$ cat src/rtl/fifo_pkg.sv
// Shared FIFO/packer definitions.
// Default geometry matches the syncFIFO_v2 instances.
package fifo_pkg;

  typedef enum logic {
    ST_FILL,
    ST_FLUSH
  } pack_state_t;

  localparam int FIFO_WIDTH = 4;
  localparam int PACK_RATIO = 4;

endpackage

$ cat src/rtl/fifo_word_packer_if.sv
// FIFO-side and word-side bundle for the packer.
// master = packer, slave = FIFO/consumer environment.
interface fifo_word_packer_if #(
  parameter int WIDTH = 4,
  parameter int RATIO = 4
);
  localparam int CNT_W = $clog2(RATIO + 1);

  logic [WIDTH-1:0]       i_fifo_data;
  logic                   i_fifo_empty;
  logic                   o_fifo_rd_en;
  logic                   i_flush;
  logic [WIDTH*RATIO-1:0] o_data;
  logic                   o_valid;
  logic [CNT_W-1:0]       o_count;
  logic                   i_ready;

  modport master (
    input  i_fifo_data,
    input  i_fifo_empty,
    input  i_flush,
    input  i_ready,
    output o_fifo_rd_en,
    output o_data,
    output o_valid,
    output o_count
  );

  modport slave (
    output i_fifo_data,
    output i_fifo_empty,
    output i_flush,
    output i_ready,
    input  o_fifo_rd_en,
    input  o_data,
    input  o_valid,
    input  o_count
  );

endinterface

$ cat src/rtl/fifo_word_packer.sv
// Packs RATIO show-ahead FIFO entries into one word,
// first entry in the LSBs; flush emits a partial word.
module fifo_word_packer
  import fifo_pkg::*;
#(
  parameter int WIDTH = FIFO_WIDTH,
  parameter int RATIO = PACK_RATIO,
  parameter int CNT_W = $clog2(RATIO + 1)
) (
  input  logic i_clk,
  input  logic i_rst,
  fifo_word_packer_if.master bus
);

  localparam int LC_W  = $clog2(RATIO);
  localparam int ACC_W = WIDTH * (RATIO - 1);
  localparam int OUT_W = WIDTH * RATIO;

  pack_state_t      r_state;
  pack_state_t      w_state_nxt;
  logic [ACC_W-1:0] r_acc;
  logic [ACC_W-1:0] w_acc_nxt;
  logic [LC_W-1:0]  r_lane_cnt;
  logic [OUT_W-1:0] r_data;
  logic [OUT_W-1:0] w_part;
  logic [CNT_W-1:0] r_count;
  logic             r_valid;
  logic             w_out_busy;
  logic             w_last;
  logic             w_rd_en;
  logic             w_flush_emit;

  assign w_out_busy = r_valid && !bus.i_ready;
  assign w_last     = (r_lane_cnt == LC_W'(RATIO - 1));

  // Final lane is withheld while the output is stalled.
  assign w_rd_en = (r_state == ST_FILL) && !bus.i_fifo_empty
                && !(w_last && w_out_busy);

  assign w_flush_emit = (r_state == ST_FLUSH)
                     && (r_lane_cnt != '0) && !w_out_busy;

  assign bus.o_fifo_rd_en = w_rd_en;
  assign bus.o_data       = r_data;
  assign bus.o_valid      = r_valid;
  assign bus.o_count      = r_count;

  // Lane write into the accumulator and zero-padded partial word.
  always_comb begin
    w_acc_nxt = r_acc;
    w_part    = '0;
    for (int k = 0; k < RATIO - 1; k++) begin
      if (w_rd_en && !w_last && r_lane_cnt == LC_W'(k))
        w_acc_nxt[k*WIDTH +: WIDTH] = bus.i_fifo_data;
      if (LC_W'(k) < r_lane_cnt)
        w_part[k*WIDTH +: WIDTH] = r_acc[k*WIDTH +: WIDTH];
    end
  end

  // Flush FSM next state.
  always_comb begin
    w_state_nxt = r_state;
    unique case (r_state)
      ST_FILL: begin
        if (bus.i_flush)
          w_state_nxt = ST_FLUSH;
      end
      ST_FLUSH: begin
        if (r_lane_cnt == '0 || !w_out_busy)
          w_state_nxt = ST_FILL;
      end
    endcase
  end

  // State register.
  always_ff @(posedge i_clk or posedge i_rst) begin
    if (i_rst) r_state <= ST_FILL;
    else       r_state <= w_state_nxt;
  end

  // Accumulator and lane counter.
  always_ff @(posedge i_clk or posedge i_rst) begin
    if (i_rst) begin
      r_acc      <= '0;
      r_lane_cnt <= '0;
    end else begin
      r_acc <= w_acc_nxt;
      if (w_rd_en)
        r_lane_cnt <= w_last ? '0 : r_lane_cnt + LC_W'(1);
      else if (w_flush_emit)
        r_lane_cnt <= '0;
    end
  end

  // Output register; a load may replace an accepted word.
  always_ff @(posedge i_clk or posedge i_rst) begin
    if (i_rst) begin
      r_data  <= '0;
      r_count <= '0;
      r_valid <= 1'b0;
    end else if (w_rd_en && w_last) begin
      r_data  <= {bus.i_fifo_data, r_acc};
      r_count <= CNT_W'(RATIO);
      r_valid <= 1'b1;
    end else if (w_flush_emit) begin
      r_data  <= w_part;
      r_count <= CNT_W'(r_lane_cnt);
      r_valid <= 1'b1;
    end else if (r_valid && bus.i_ready) begin
      r_valid <= 1'b0;
    end
  end

  a_no_pop_empty : assert property (
    @(posedge i_clk) disable iff (i_rst)
    !(w_rd_en && bus.i_fifo_empty));

  a_hold_busy : assert property (
    @(posedge i_clk) disable iff (i_rst)
    w_out_busy |=> ($stable(r_data) && $stable(r_count)));

  a_count_nz : assert property (
    @(posedge i_clk) disable iff (i_rst)
    r_valid |-> (r_count != '0));

endmodule

$ cat src/flat_wrapper.sv
// flat-port wrapper written by rule: the top's interface ports become plain ports
module fifo_word_packer_flat import fifo_pkg::*;
#(
  parameter int WIDTH = FIFO_WIDTH,
  parameter int RATIO = PACK_RATIO,
  parameter int CNT_W = $clog2(RATIO + 1)
)
  (i_clk, i_rst, bus_i_fifo_data, bus_i_fifo_empty, bus_i_flush, bus_i_ready, bus_o_fifo_rd_en, bus_o_data, bus_o_valid, bus_o_count);
  fifo_word_packer_if #(.WIDTH(WIDTH), .RATIO(RATIO)) bus_i ();
  input  logic i_clk;
  input  logic i_rst;
  input wire logic [$bits(bus_i.i_fifo_data)-1:0] bus_i_fifo_data;
  input wire logic [$bits(bus_i.i_fifo_empty)-1:0] bus_i_fifo_empty;
  input wire logic [$bits(bus_i.i_flush)-1:0] bus_i_flush;
  input wire logic [$bits(bus_i.i_ready)-1:0] bus_i_ready;
  output wire logic [$bits(bus_i.o_fifo_rd_en)-1:0] bus_o_fifo_rd_en;
  output wire logic [$bits(bus_i.o_data)-1:0] bus_o_data;
  output wire logic [$bits(bus_i.o_valid)-1:0] bus_o_valid;
  output wire logic [$bits(bus_i.o_count)-1:0] bus_o_count;
  assign bus_i.i_fifo_data = bus_i_fifo_data;
  assign bus_i.i_fifo_empty = bus_i_fifo_empty;
  assign bus_i.i_flush = bus_i_flush;
  assign bus_i.i_ready = bus_i_ready;
  assign bus_o_fifo_rd_en = bus_i.o_fifo_rd_en;
  assign bus_o_data = bus_i.o_data;
  assign bus_o_valid = bus_i.o_valid;
  assign bus_o_count = bus_i.o_count;
  fifo_word_packer #(.WIDTH(WIDTH), .RATIO(RATIO), .CNT_W(CNT_W)) u_core (.i_clk(i_clk), .i_rst(i_rst), .bus(bus_i));
endmodule
$ cat config.mk
export PLATFORM = sky130hd
export DESIGN_NAME = fifo_word_packer_flat
export DESIGN_NICKNAME = d
export VERILOG_FILES = /design/src/rtl/fifo_pkg.sv /design/src/rtl/fifo_word_packer_if.sv /design/src/rtl/fifo_word_packer.sv /design/src/flat_wrapper.sv
export SDC_FILE = /design/constraint.sdc
export NUM_CORES = 1
export LEC_CHECK = 0
export CAP_MARGIN = 20
export CORE_ASPECT_RATIO = 0.9
export CORE_MARGIN = 2
export CORE_UTILIZATION = 35
export DETAILED_ROUTE_END_ITERATION = 7
export GPL_ROUTABILITY_DRIVEN = 0
export MAX_ROUTING_LAYER = met4
export PLACE_DENSITY = 0.61
export SLEW_MARGIN = 20
export SYNTH_ARGS = -nofsm -noshare
export SYNTH_HDL_FRONTEND = slang
export SYNTH_SLANG_ARGS = --single-unit
export TNS_END_PERCENT = 20
$ cat constraint.sdc
create_clock -name i_clk -period 2.3 [get_ports i_clk]
set_input_delay 0.23 -clock i_clk [delete_from_list [all_inputs] [get_ports i_clk]]
set_output_delay 0.23 -clock i_clk [all_outputs]
set_load 0.02 [all_outputs]
* After elaboration in Yosys (flattened, before gate mapping)
Cells that the tools add are included.
** Word-level totals
- Flip-flop bits (word level) :: 35
- Bits of input ports :: 9
- Output and inout bits :: 21
- Logic and storage cells :: 55
** Cells by class
- Add/sub/neg operators :: 1
- Magnitude comparators :: 3
- Equality and inequality tests :: 3
- Muxes and demuxes :: 16
- Bitwise logic cells :: 1
- Reductions and logical operators :: 23
** Operators by type and width (count)
- $mux W16 :: 2
- $logic_and A1 B1 Y1 :: 12
- $mux W4 :: 3
- $mux W2 :: 3
- $mux W3 :: 2
- $reduce_bool A2 Y1 :: 3
- $logic_not A1 Y1 :: 5
- $mux W1 :: 5
- $eq A2 B2 Y1 const B :: 2
- $lt A1 B2 Y1 const A :: 2
- $reduce_bool A3 Y1 :: 1
- $add A2 B1 Y2 const B :: 1
- $eq A2 B1 Y1 const B :: 1
- $logic_not A2 Y1 :: 1
- $lt A2 B2 Y1 const A :: 1
- $pmux W1 S2 :: 1
- $logic_or A1 B1 Y1 :: 1
- $not A1 Y1 :: 1

* Longest topological paths before layout
Gate-level depths: netlist of run 1.
- Depth after elaboration :: 7
- Depth in mapped cells :: 7
- Mapped depth without buffers :: 5

* Worst setup path before layout of run 1
Ideal clock, no wire load.
- Kind :: flip-flop to flip-flop
- Start :: reg u_core.r_lane_cnt[1]
- End :: reg u_core.r_lane_cnt[1]
- Library setup time :: 125 ps
- Data arrival time :: 1724 ps
- Data required time :: 2175 ps
- Path slack :: 451 ps
- Cell stages (with the launch flop) :: 4
- Path buffers :: 0
- Clock period less this slack :: 1849 ps
- Cell sequence :: dfrtp_1 ha_1 a211oi_1 mux2_2
** On the way
- Longest elaborated chain between the ends :: 5
- Elaborated cells on any way between the ends :: 11
- Those cells by class :: add/sub (1); eq/ne (1); mux (2); reduce/logical (7)
** RTL lines
- from (decl) :: RTL line fifo_word_packer.sv:23 : logic [LC_W-1:0] r_lane_cnt;
- from (signal assigned) :: RTL line fifo_word_packer.sv:89 : r_lane_cnt <= w_last ? '0 : r_lane_cnt + LC_W'(1);
- $eq A2 B2 Y1 (*) :: RTL line fifo_word_packer.sv:34 : assign w_last = (r_lane_cnt == LC_W'(RATIO - 1));
- $logic_and A1 B1 Y1 (*) :: RTL line fifo_word_packer.sv:38 : && !(w_last && w_out_busy);
- $logic_not A1 Y1 (*) :: RTL line fifo_word_packer.sv:38
- $logic_and A1 B1 Y1 (*) :: RTL line fifo_word_packer.sv:38
- via bus_o_fifo_rd_en :: RTL line flat_wrapper.sv:16 : output wire logic [$bits(bus_i.o_fifo_rd_en)-1:0] bus_o_fifo_rd_en;
- $mux W2 / $reduce_bool A2 Y1 (equally long branches)
The timed path passes the listed nets; every way through them passes the cells marked *.
A chain may end at the register's enable or synchronous reset.

* Final worst setup path of run 1
- Start :: reg u_core.r_lane_cnt[1]
- End :: reg u_core.r_data[3] (netlist: u_core.bus.o_data[3])
** On the way
- Longest elaborated chain between the ends :: 6
- Elaborated cells on any way between the ends :: 13
- Those cells by class :: order compare (1); eq/ne (1); mux (3); reduce/logical (8)
** RTL lines
- parallel branches: the longest is 6 deep, another holds $lt A1 B2 Y1
- to (signal assigned) :: RTL line fifo_word_packer.sv:102 : r_data <= {bus.i_fifo_data, r_acc};
- to (signal assigned) :: RTL line fifo_word_packer.sv:106 : r_data <= w_part;
- to (decl) :: RTL line fifo_word_packer.sv:24 : logic [OUT_W-1:0] r_data;
Parallel ways; which one is timed is not known. The select of a mux whose other input is x is not followed.

==> impl_metrics.csv, run 1 <==
group,metric,value,unit
synthesis,async_flop_share,100,%
synthesis,netlist-cell-type-count,27,
global_routing,first_pass_grt_wire_length,5.52,mm
clock_network,cts.htree.levels,2,
timing,tightestPinTransition,579,ps
die,pin_count,30,
routing,ant_nets,0,
worst_hold_path,timing.hold.worst.class,"in -> async",
setup_path,r2r-start,"u_core.r_lane_cnt[1]$_DFFE_PP0P_",
clock_network,cts.sink_count,35,
power_and_ir_drop,power.net_switching,0.962,mW
clock_network,clockRootBuffer,"sky130_fd_sc_hd__clkbuf_8",
power_and_ir_drop,ir_drop,610,uV
power_and_ir_drop,pwr_density_cell,1320,mW/mm^2
synthesis,most_common_flop_cell_mapped_by_yosys,"sky130_fd_sc_hd__dfrtp_1",
timing,timing.max_slew.rel_slack,61.3,%
synthesis,yosys_warnings,0,
cells_and_area,mostFrequentLayoutCells,"35 x sky130_fd_sc_hd__dfrtp_1, 28 x sky130_fd_sc_hd__clkdlybuf4s50_1, 15 x sky130_fd_sc_hd__mux2_2, 12 x sky130_fd_sc_hd__inv_1",
power_and_ir_drop,swShare,36.1,%
die,chipWidth,74.6,microns
global_routing,antenna_found_initial,0,
placement,pre_cts_slack,263,ps
timing,worst_slack,277,ps
synthesis,synth-edff-count,0,
cells_and_area,layout-drive-gt1-share,18.0,%
cells_and_area,final.fill_count,433,
placement,detailed_place_hpwl,2.34,mm
clock_network,cts.reportedPaths.clkPinSlew,70,ps
cells_and_area,final_area,0.00202,sq mm
synthesis,number_of_cells_produced_by_synthesis,131,
power_and_ir_drop,p_int,1.70,mW
synthesis,synth_seq_cells,35,
clock_network,holdBufCountCts,0,
placement,place_inst,221,
power_and_ir_drop,power.share.clock,15.6,%
die,starting_density_of_the_core,35.9,%
synthesis,syn-cell-area,0.00157,sq mm
synthesis,synth.net_count,145,
setup_path,critPathCaptureType,"register",
synthesis,synth.top_cells.by_area,"sky130_fd_sc_hd__dfrtp_1 56%, sky130_fd_sc_hd__mux2_2 11%, sky130_fd_sc_hd__o221ai_1 4.5%",
status,run_status,"completed",
timing,setup_violations,0,
clock_network,cts_tree,"built",
timing,max_freq,494,MHz
routing,drt-pass1-iter-count,4,
global_routing,globalRoute.totalOverflow,0,
die,area_of_the_die,0.00504,sq mm
routing,drc,0,
synthesis,yosys.area.top_type_share,55.7,%
power_and_ir_drop,p_leak,0.878,nW
cells_and_area,antenna_cells_inserted,0,
synthesis,synth_seq_area_share,55.7,%
synthesis,avgSynthCellArea,12.0,sq um
setup_path,cp.required,2470,ps
setup_path,timing.reg2reg.worst_path_depth,4,
setup_path,arrival,2190,ps
setup_path,timing.critical_path.from_type,"register",
timing,fin_worst_hold_slack,348,ps
setup_path,worst-setup-path-type,"reg -> reg",
cells_and_area,most_common_cell_after_layout_fill_and_taps_aside,"sky130_fd_sc_hd__dfrtp_1",
routing,vias,1098,
global_routing,vias_in_the_first_global_route,1112,
clock_network,cts_resized,0,
clock_network,cts_made_buffers,5,
timing,hold_violations,0,
die,fp.coreArea,0.00437,sq mm
timing,report.final.slew_viol_count,0,
cells_and_area,fin_nets,180,
cells_and_area,synthToLayoutAreaGrowth,28.6,%
routing,route.detailed.vias_per_inst,4.79,
global_routing,grtUsageTotal,15.5,%
global_routing,grt_max_degree,36,
cells_and_area,stdcell_count,229,
setup_path,critical-path-slowest-cell,"sky130_fd_sc_hd__dfrtp_1",
clock_network,max-clock-path-buffers,2,
timing,final.period_utilization,87.9,%
clock_network,clock_insertion_delay_worst_skew,280,ps
job,max-cap-violations,0,
timing,final_period_minus_worst_setup_slack,2020,ps
setup_path,critical_path.startpoint,"u_core.r_lane_cnt[1]$_DFFE_PP0P_",
synthesis,synth.largest_area_cell,"sky130_fd_sc_hd__dfrtp_1",
setup_path,critical_path_peak_fanout,9,
placement,detailed_place.area,0.00194,sq mm
setup_path,slowest_delay,510,ps
timing,finalClockSkew,6.24,ps
power_and_ir_drop,sequentialPowerShare,40.6,%
power_and_ir_drop,combinationalPowerShare,43.8,%
setup_path,critical_path_cell_by_cell,"ha_1 > nor3b_1 > o21a_2 > mux2_2",
timing,unrepaired_setup_endpoints_after_global_routing,"false",
clock_network,cts_setup_buffers,0,
die,num_rows,23,
timing,setup-tns-final,0,ps
setup_path,worstReg2RegEnd,"u_core.bus.o_data[3]$_DFFE_PP0P_",
routing,routedWlPerCell,14.2,microns
placement,place.port_buffers,29,
routing,postRouteWirelength,3.24,mm
setup_path,timing.reg2reg.setup_slack,280,ps
die,die-height,67.6,microns
routing,drt_first_iter_violations,79,
[worst max-delay path by stage]
stage                                       end  slack, ps  cells past startpoint
2_1_floorplan  u_core.r_lane_cnt[1]$_DFFE_PP0P_        450                      3
3_3_place_gp                   bus_o_fifo_rd_en        310                      4
3_5_place_dp   u_core.bus.o_data[3]$_DFFE_PP0P_        260                      4
4_1_cts                        bus_o_fifo_rd_en         30                      3
5_1_grt        u_core.bus.o_data[7]$_DFFE_PP0P_        130                      5
6_report       u_core.bus.o_data[3]$_DFFE_PP0P_        280                      4
[power groups by stage]
stage	registers [mW]	logic (mW)	clock network, mW
global placement	1.08	1.15	0
global route	1.12	1.29	0.458
detailed placement	1.09	1.18	0
floorplan	1.22	0.586	0
CTS	1.08	1.18	0.426
finish	1.08	1.17	0.416
[worst max-delay path, delay by kind of cell (launching register included)]
kind,cells,cell delay (ps)
fa+ha+maj,1,310
mux,1,360
simple gates,1,430
compound gates,1,300
flops,1,510
[synth_stat cells, drive strengths merged (2+ instances only)]
master / number
nor2b: 2
o21ai: 4
a22o: 5
ha: 5
buf: 4
clkbuf: 2
nand3: 10
o221ai: 8
dfrtp: 35
inv: 12
mux2: 17
nand2: 10
and2: 3
a21oi: 4
nand2b: 2
[cells by family after synthesis]
logic type / Yosys count / synth area share [%]
AOI/OAI and AO/OA: 25 / 11.9
adders and majority gates: 5 / 3.98
buffers and inverters: 18 / 5.41
DFF: 35 / 55.7
muxes: 17 / 12.7
and+or+nand+nor: 31 / 10.3
[stage by stage]
step	power [mW]	util [%]
2_1_floorplan	1.80	-
4_1_cts	2.69	46.1
5_1_grt	2.87	46.2
3_5_place_dp	2.27	44.3
3_3_place_gp	2.23	44.3
6_report	2.67	46.2
[area by class of cell]
class,instances,area (sq um),area share [%]
multi-input cells,78,611,30.2
repair buffers,34,330,16.3
flip-flops and latches,35,876,43.3
clock inverters,1,5.00,0.248
inverters,12,45.0,2.23
well taps,62,77.6,3.84
clock buffers,7,76.3,3.78
[state kept, by name, summed over array words and instances (netlist names)]
signal,count
u_core.bus.o_count,3
u_core.bus.o_data,16
u_core.bus.o_valid,1
u_core.r_acc,12
u_core.r_lane_cnt,2
u_core.r_state,1
[layer usage]
metal	wire length (microns)	up-vias	track usage [%]
li1	-	533	-
met2	1500	23	23.2
met4	36	0	5.36
met5	0	-	-
met1	1570	537	20.4
met3	136	5	4.18
No activity file was read; power rests on OpenSTA's default activity.
==> run 2: changes to the inputs <==
Settings changed: PLACE_DENSITY 0.61 to default.
==> run 2 against run 1 <==
Against the previous run:
- clock skew is 0.87 ps lower
- count of clock-buffer cells in the layout is 1 lower
- clock power is 4% higher
- utilization is 0.14 points higher
- highest routed layer unchanged
- total power is 0.49% higher
- die area stayed put
- maximum frequency hardly changed
- global-route usage is 0.39 points lower
- worst setup slack hardly changed
- combinational power hardly changed
==> impl_metrics.csv, run 2 (synthesized netlist as in run 1, its figures left out) <==
group,metric,value,unit
status,run_status,"completed",
power_and_ir_drop,pwr_density_cell,1320,mW/mm^2
clock_network,clockRootBuffer,"sky130_fd_sc_hd__clkbuf_8",
setup_path,timing.critical_path.from_type,"register",
clock_network,cts.reportedPaths.clkPinSlew,70,ps
cells_and_area,multi_input_comb_area,611,sq um
clock_network,cts.sink_count,35,
power_and_ir_drop,p_leak,0.883,nW
die,num_rows,23,
clock_network,cts_tree,"built",
routing,vias,1112,
die,starting_density_of_the_core,35.9,%
timing,worst_slack,278,ps
cells_and_area,fin_nets,180,
timing,final_period_minus_worst_setup_slack,2020,ps
timing,setup-tns-final,0,ps
timing,tightestPinTransition,556,ps
setup_path,critical-path-slowest-cell,"sky130_fd_sc_hd__dfrtp_1",
setup_path,timing.reg2reg.setup_slack,280,ps
job,max-cap-violations,0,
timing,unrepaired_setup_endpoints_after_global_routing,"false",
setup_path,timing.reg2reg.worst_path_depth,4,
cells_and_area,ff_latch_area,876,sq um
cells_and_area,synthToLayoutAreaGrowth,29.0,%
placement,detailed_place_hpwl,2.34,mm
die,pin_count,30,
cells_and_area,final.fill_count,407,
clock_network,max-clock-path-buffers,2,
routing,ant_nets,0,
timing,final.period_utilization,87.9,%
placement,place_inst,221,
power_and_ir_drop,sequentialPowerShare,40.4,%
global_routing,antenna_found_initial,0,
power_and_ir_drop,ir_drop,617,uV
routing,drt_first_iter_violations,69,
routing,route.detailed.vias_per_inst,4.88,
setup_path,critical_path.startpoint,"u_core.r_lane_cnt[1]$_DFFE_PP0P_",
clock_network,cts_made_buffers,5,
setup_path,cp.required,2460,ps
placement,place.port_buffers,29,
cells_and_area,stdcell_count,228,
die,chipWidth,74.6,microns
setup_path,critical_path_cell_by_cell,"ha_1 > nor3b_1 > o21a_2 > mux2_2",
timing,max_freq,494,MHz
power_and_ir_drop,swShare,35.6,%
setup_path,arrival,2180,ps
global_routing,globalRoute.totalOverflow,0,
setup_path,critPathCaptureType,"register",
global_routing,first_pass_grt_wire_length,5.43,mm
setup_path,slowest_delay,540,ps
die,die-height,67.6,microns
global_routing,grtUsageTotal,15.1,%
timing,timing.max_slew.rel_slack,62.8,%
power_and_ir_drop,power.net_switching,0.954,mW
timing,report.final.slew_viol_count,0,
timing,hold_violations,0,
worst_hold_path,timing.hold.worst.class,"in -> async",
routing,drc,0,
routing,routedWlPerCell,14.0,microns
global_routing,vias_in_the_first_global_route,1106,
timing,setup_violations,0,
cells_and_area,largest_register_ff_count,16,
global_routing,grt_max_degree,36,
cells_and_area,most_common_cell_after_layout_fill_and_taps_aside,"sky130_fd_sc_hd__dfrtp_1",
die,fp.coreArea,0.00437,sq mm
setup_path,worst-setup-path-type,"reg -> reg",
placement,pre_cts_slack,258,ps
clock_network,cts.htree.levels,2,
die,area_of_the_die,0.00504,sq mm
clock_network,clock_insertion_delay_worst_skew,280,ps
cells_and_area,layout-drive-gt1-share,18.7,%
power_and_ir_drop,p_int,1.72,mW
cells_and_area,antenna_cells_inserted,0,
setup_path,worstReg2RegEnd,"u_core.bus.o_data[2]$_DFFE_PP0P_",
clock_network,holdBufCountCts,0,
power_and_ir_drop,combinationalPowerShare,43.5,%
setup_path,r2r-start,"u_core.r_lane_cnt[1]$_DFFE_PP0P_",
routing,drt-pass1-iter-count,4,
timing,finalClockSkew,5.37,ps
setup_path,critical_path_peak_fanout,9,
routing,postRouteWirelength,3.20,mm
setup_path,crit_path_end,"u_core.bus.o_data[2]$_DFFE_PP0P_",
cells_and_area,mostFrequentLayoutCells,"35 x sky130_fd_sc_hd__dfrtp_1, 28 x sky130_fd_sc_hd__clkdlybuf4s50_1, 15 x sky130_fd_sc_hd__mux2_2, 12 x sky130_fd_sc_hd__inv_1",
power_and_ir_drop,power.share.clock,16.2,%
## run 2: worst min path at each step
stage,start,end,slack [ps],cells after the start
final,i_rst,u_core.bus.o_data[11]$_DFFE_PP0P_,350,3
after global routing,i_rst,u_core.bus.o_data[3]$_DFFE_PP0P_,400,3
after CTS,i_rst,u_core.bus.o_data[3]$_DFFE_PP0P_,360,3
after detailed placement,u_core.bus.o_count[2]$_DFFE_PP0P_,u_core.bus.o_count[2]$_DFFE_PP0P_,490,1
after global placement,u_core.r_acc[3]$_DFFE_PP0P_,u_core.bus.o_data[3]$_DFFE_PP0P_,480,1
after floorplan,bus_i_fifo_data[0],u_core.bus.o_data[12]$_DFFE_PP0P_,360,1
## run 2: metal layers
layer  wire, microns  part of all wire [%]  track usage, %  vias up
li1                -                     -               -      531
met1            1540                    48            20.7      539
met2            1490                    46            21.9       38
met3             149                   4.7            4.03        4
met4              27                  0.84            4.91        0
met5               0                     0               -        -
## run 2: repair_timing
| action | in CTS | in global routing |
|---|---|---|
| setup buffers | 0 | 0 |
| resized for setup | 0 | 1 |
| setup endpoints to repair | 0 | 1 |
## run 2: critical path, delay by kind of cell (launching register included)
family,cells,cell delay (ps)
compound gates,1,280
fa+ha+maj,1,320
flops,1,540
mux,1,360
simple gates,1,400
## run 2: per-stage QoR
| stage | util (%) | hold slack [ps] | total power, mW | cell area, sq um |
|---|---|---|---|---|
| floorplan | - | 363 | 1.80 | 1570 |
| global route | 46.3 | 401 | 2.87 | 2030 |
| detailed placement | 44.3 | 492 | 2.26 | 1940 |
| CTS | 46.3 | 357 | 2.70 | 2020 |
| global placement | 44.3 | 484 | 2.23 | 1940 |
| finish | 46.3 | 345 | 2.68 | 2030 |
## run 2: area by class of cell
class                           instances  area share, %
Multi-Input combinational cell         78           30.1
Tap cell                               62           3.83
Inverter                               12           2.22
Clock inverter                          1          0.247
Timing Repair Buffer                   34           16.3
Clock buffer                            6           4.07
Sequential cell                        35           43.2
## run 2: power groups by stage
stage,Sequential (mW),Combinational (mW),Clock [mW]
global route,1.12,1.27,0.472
CTS,1.08,1.18,0.443
detailed placement,1.09,1.17,0
floorplan,1.22,0.586,0
finish,1.08,1.16,0.433
global placement,1.08,1.15,0
==> run 3: changes to the inputs <==
Settings changed: ABC_CLOCK_PERIOD_IN_PS from default to 2300, CTS_CLUSTER_DIAMETER from default to 30.
==> results of run 3 <==
Final layout, timing and power as in run 2 (identical DEF).
